<file path="src/rtl/alu_result_queue.sv">
// alu_result_queue
// Buffers up to DEPTH signed ALU results. Each entry holds the opcode, the
// result, and status flags computed when the entry is written. Entries are
// delivered over a valid/ready handshake. The queue also detects
// divide-by-zero, which the ALU does not.
//
// Ports
//   clk, rst        single clock; asynchronous active-high reset
//   in_valid        producer offers in_op/in_b/in_result this cycle
//   in_ready        queue can accept (low while in reset or when full)
//   in_op           opcode that produced in_result
//   in_b            B operand, used only for the divide-by-zero check
//   in_result       signed ALU result
//   out_valid       head entry present
//   out_ready       consumer takes the head entry this cycle
//   out_result      head result (0 when empty)
//   out_op          head opcode (0 when empty)
//   out_zero        head result == 0
//   out_neg         head result sign bit
//   out_dz          head entry was a divide with B == 0
//   count           number of occupied entries
module alu_result_queue #(
   parameter int DEPTH = 4,
   parameter int RW    = 32
) (
   input  logic                       clk,
   input  logic                       rst,
   input  logic                       in_valid,
   output logic                       in_ready,
   input  logic [2:0]                 in_op,
   input  logic [15:0]                in_b,
   input  logic [RW-1:0]              in_result,
   output logic                       out_valid,
   input  logic                       out_ready,
   output logic [RW-1:0]              out_result,
   output logic [2:0]                 out_op,
   output logic                       out_zero,
   output logic                       out_neg,
   output logic                       out_dz,
   output logic [$clog2(DEPTH):0]     count
);

   localparam int AW = $clog2(DEPTH);
   localparam int CW = AW + 1;
   localparam logic [2:0] OP_DIV = 3'b011;

   logic [RW-1:0] mem_result [DEPTH];
   logic [2:0]    mem_op     [DEPTH];
   logic          mem_zero   [DEPTH];
   logic          mem_neg    [DEPTH];
   logic          mem_dz     [DEPTH];

   logic [AW-1:0] wr_ptr;
   logic [AW-1:0] rd_ptr;

   logic          push;
   logic          pop;
   logic          wr_dz;
   logic [RW-1:0] wr_result;

   assign in_ready  = !rst && (count != CW'(DEPTH));
   assign out_valid = (count != '0);
   assign push      = in_valid && in_ready;
   assign pop       = out_valid && out_ready;

   // On divide-by-zero the ALU output is garbage; store a clean zero instead.
   assign wr_dz     = (in_op == OP_DIV) && (in_b == 16'd0);
   assign wr_result = wr_dz ? '0 : in_result;

   // Storage is not reset; stale contents are masked by count == 0.
   always_ff @(posedge clk) begin
      if (push) begin
         mem_result[wr_ptr] <= wr_result;
         mem_op[wr_ptr]     <= in_op;
         mem_zero[wr_ptr]   <= (wr_result == '0);
         mem_neg[wr_ptr]    <= wr_result[RW-1];
         mem_dz[wr_ptr]     <= wr_dz;
      end
   end

   // DEPTH is a power of two, so the pointers wrap naturally.
   always_ff @(posedge clk or posedge rst) begin
      if (rst) begin
         wr_ptr <= '0;
         rd_ptr <= '0;
         count  <= '0;
      end else begin
         if (push) begin
            wr_ptr <= wr_ptr + 1'b1;
         end
         if (pop) begin
            rd_ptr <= rd_ptr + 1'b1;
         end
         if (push && !pop) begin
            count <= count + 1'b1;
         end else if (pop && !push) begin
            count <= count - 1'b1;
         end
      end
   end

   always_comb begin
      out_result = '0;
      out_op     = '0;
      out_zero   = 1'b0;
      out_neg    = 1'b0;
      out_dz     = 1'b0;
      if (out_valid) begin
         out_result = mem_result[rd_ptr];
         out_op     = mem_op[rd_ptr];
         out_zero   = mem_zero[rd_ptr];
         out_neg    = mem_neg[rd_ptr];
         out_dz     = mem_dz[rd_ptr];
      end
   end

endmodule

</file>
<file path="config.mk">
export PLATFORM = sky130hd
export DESIGN_NAME = alu_result_queue
export DESIGN_NICKNAME = d
export VERILOG_FILES = /design/src/rtl/alu_result_queue.sv
export SDC_FILE = /design/constraint.sdc
export NUM_CORES = 1
export LEC_CHECK = 0
export ABC_AREA = 1
export BUFFER_PORTS_ARGS = -buffer_cell sky130_fd_sc_hd__clkbuf_2
export CAP_MARGIN = 0
export CORE_ASPECT_RATIO = 0.7
export CORE_MARGIN = 10
export CORE_UTILIZATION = 35
export CTS_BUF_LIST = sky130_fd_sc_hd__clkbuf_16
export DETAILED_ROUTE_END_ITERATION = 10
export HOLD_SLACK_MARGIN = 0.06
export PLACE_DENSITY_LB_ADDON = 0.15
export SLEW_MARGIN = 40
export SYNTH_ARGS = -nofsm -noshare
export SYNTH_HDL_FRONTEND = slang
export SYNTH_SLANG_ARGS = --single-unit
</file>
<file path="constraint.sdc">
create_clock -name clk -period 3.91 [get_ports clk]
set_clock_uncertainty 0.1 [all_clocks]
set_input_delay 0.1955 -clock clk [delete_from_list [all_inputs] [get_ports clk]]
set_output_delay 0.1955 -clock clk [all_outputs]
set_load 0.01 [all_outputs]
</file>
==> results.json <==
{
  "outcome": "finished clean",
  "drt_iter0_markers": 241,
  "final-hold-violation-count": 0,
  "setup_viol": 0,
  "fin_crit_ps": 2430,
  "initial_core_util_pct": 35.4,
  "cts_buffer_depth": 2,
  "drive_above_1_share_pct": 21.1,
  "num_vias": 4621,
  "crit_fanout": 75,
  "num_rows": 42,
  "ios": 98,
  "hp-start": "in_result[15]",
  "path_class": "reg -> out",
  "clock_latency_ps": 410,
  "antenna_found_initial": 0,
  "drcViolationCount": 0,
  "numCtsBuffers": 17,
  "setup_tns_ps": 0,
  "synthAdderAreaFrac_pct": 1.24,
  "p_per_area_mw_per_mm2": 704,
  "holdPathStages": 3,
  "cts.sinks": 155,
  "drt_wl_total_mm": 17.0,
  "die-area_mm2": 0.0251,
  "synth_xor_area_share_pct": 0.525,
  "grt_pass1_vias": 4674,
  "grt_first_pass_wirelength_mm": 26.1,
  "cts-root-buf": "clkbuf_16",
  "slew_headroom_pct": 56.9,
  "cts_tree": "built",
  "placement.io_buffers": 97,
  "mostFrequentLayoutCells": "nor2_1 (169), edfxtp_1 (148), clkbuf_2 (97)",
  "drt-wirelength-per-cell_um": 17.2,
  "syn_inst": 610,
  "die_h_um": 135,
  "worstReg2RegStart": "count[0]",
  "gr-total-overflow": 0,
  "drt_first_pass_iters": 4,
  "ir_drop_uv": 476,
  "synth_top_family_by_area": "simple AND/OR/NAND/NOR gates",
  "synthToLayoutAreaGrowth_pct": 25.5,
  "clk_pin_slew_ps": 60,
  "rsz0062_at_grt": "no",
  "synth_mux_area_share_pct": 0,
  "period_share_pct": 62.2,
  "max_freq_ghz": 0.411,
  "drv_cap": 0,
  "yosysUniqueCellTypes": 25,
  "core_area_mm2": 0.0188,
  "ys_seq_area_share_pct": 69.3,
  "hpwl_mm": 9.96,
  "syn-num-nets": 671,
  "hold_path_class": "in -> reg",
  "avgSynthCellArea_um2": 10.9,
  "synth_compound_area_share_pct": 10.4,
  "crit_arrival_ps": 2140,
  "routed_via_density": 4.67,
  "ant_nets": 0,
  "p_leak_nw": 3.25,
  "gp_congestion": 0.768,
  "hold_path_end": "mem_result[2][15]",
  "r2r_end": "count[2]",
  "die_w_um": 185,
  "critPathCaptureType": "output pin",
  "design_area_mm2": 0.00837,
  "final_nets": 796,
  "worst_pin_slew_ps": 646,
  "h-tree-depth": 4,
  "synth-simple-area-share_pct": 13.5,
  "synth_seq_cells": 155,
  "r2r_cells": 10,
  "whs_ps": 73.4,
  "critPathLaunchType": "register",
  "grtUsageTotal_pct": 13.8,
  "ys_warn_count": 0,
  "grt_max_degree": 76,
  "slew_viol_final": 0,
  "synth.cell_area_mm2": 0.00667,
  "rrSetupSlack_ps": 1510,
  "dpl_cell_area_mm2": 0.00743,
  "final_common_cell": "nor2_1",
  "antennaDiodeCount": 0,
  "crit_required_ps": 3610
}
## power by group
| part | internal, mW | switching, mW | total, mW |
|---|---|---|---|
| Combinational | 0.697 | 1.39 | 2.08 |
| Sequential | 2.03 | 0.0732 | 2.11 |
| Clock | 1.06 | 0.640 | 1.70 |
| Total | 3.79 | 2.10 | 5.89 |
## area by class of cell
cell class	instances	area (um2)
inverter	45	174
clock buffer	17	425
timing repair buffer	139	900
tap	242	303
fill	1776	10400
sequential	155	4620
clock inverter	15	184
multi-input combinational	377	1760
## cells by family (layout without fill, tap and decap cells)
family,Yosys count,count (layout)
simple gates,234,234
flops,155,155
compound gates,133,133
buf+inv,78,216
fa+ha+maj,6,6
xor+xnor,4,4
## cells in the mapped netlist
cell type | count | area share, %
ha_1 | 5 | 0.94
buf_4 | 1 | 0.11
nand3_2 | 1 | 0.15
or3_1 | 1 | 0.094
nor3_1 | 3 | 0.23
nor2_1 | 173 | 9.7
nand2_1 | 51 | 2.9
o21ai_1 | 6 | 0.45
xnor2_1 | 2 | 0.26
edfxtp_1 | 148 | 67
buf_1 | 4 | 0.23
nor2_2 | 3 | 0.28
nor4_1 | 1 | 0.094
clkbuf_1 | 9 | 0.51
o21ai_2 | 8 | 1.1
buf_6 | 2 | 0.34
o21ai_0 | 78 | 5.9
nand4_1 | 1 | 0.094
inv_1 | 43 | 2.4
a21oi_1 | 41 | 3.1
xor2_1 | 2 | 0.26
dfrtp_1 | 7 | 2.6
fa_1 | 1 | 0.30
buf_2 | 17 | 1.3
inv_2 | 2 | 0.11
## stage by stage
| stage | instances | worst slack (ps) | power [mW] | utilization [%] |
|---|---|---|---|---|
| CTS | 989 | 1260 | 5.97 | 44.3 |
| finish | 990 | 1480 | 5.89 | 44.5 |
| detailed placement | 927 | 1370 | 4.25 | 39.5 |
| global placement | 927 | 1380 | 4.22 | 39.4 |
| global route | 990 | 1300 | 6.28 | 44.5 |
| floorplan | 610 | 796 | 3.41 | - |
## worst max-delay path: stages, from the launching register on
cell and delay [ps]:
dfrtp_2 390, buf_6 500, nor2_1 100, nor2_1 100, o21ai_0 90, a21oi_1 320, clkbuf_2 200
## layer usage
layer	part of all wire [%]	global-route usage [%]	vias to the layer above	wire length (um)
met5	0	0	-	0
met4	1.0	4.14	0	176
met3	6.0	4.15	15	1020
met2	46	22.2	117	7900
met1	47	17.7	2169	7950
li1	-	-	2320	-
## flip-flops by register name (all words and copies together) (netlist names)
signal	cells
mem_neg	2
mem_op	12
wr_ptr	2
rd_ptr	2
mem_dz	4
count	3
mem_zero	4
mem_result	126
## worst max-delay path by stage
stage	cells after the start	endpoint	start
finish	6	out_result[0]	rd_ptr[0]
global route	6	out_result[0]	rd_ptr[0]
CTS	6	out_result[0]	rd_ptr[0]
detailed placement	5	mem_result[3][7]	count[0]
global placement	5	mem_result[3][7]	count[0]
floorplan	4	mem_dz[0]	count[0]
## what timing repair did
item / CTS / global route
endpoints found under the hold margin: 120 / 0
hold buffers: 30 / 0
gates resized for setup: 0 / 0
buffers inserted: 0 / 0
No activity file was read; power rests on OpenSTA's default activity.
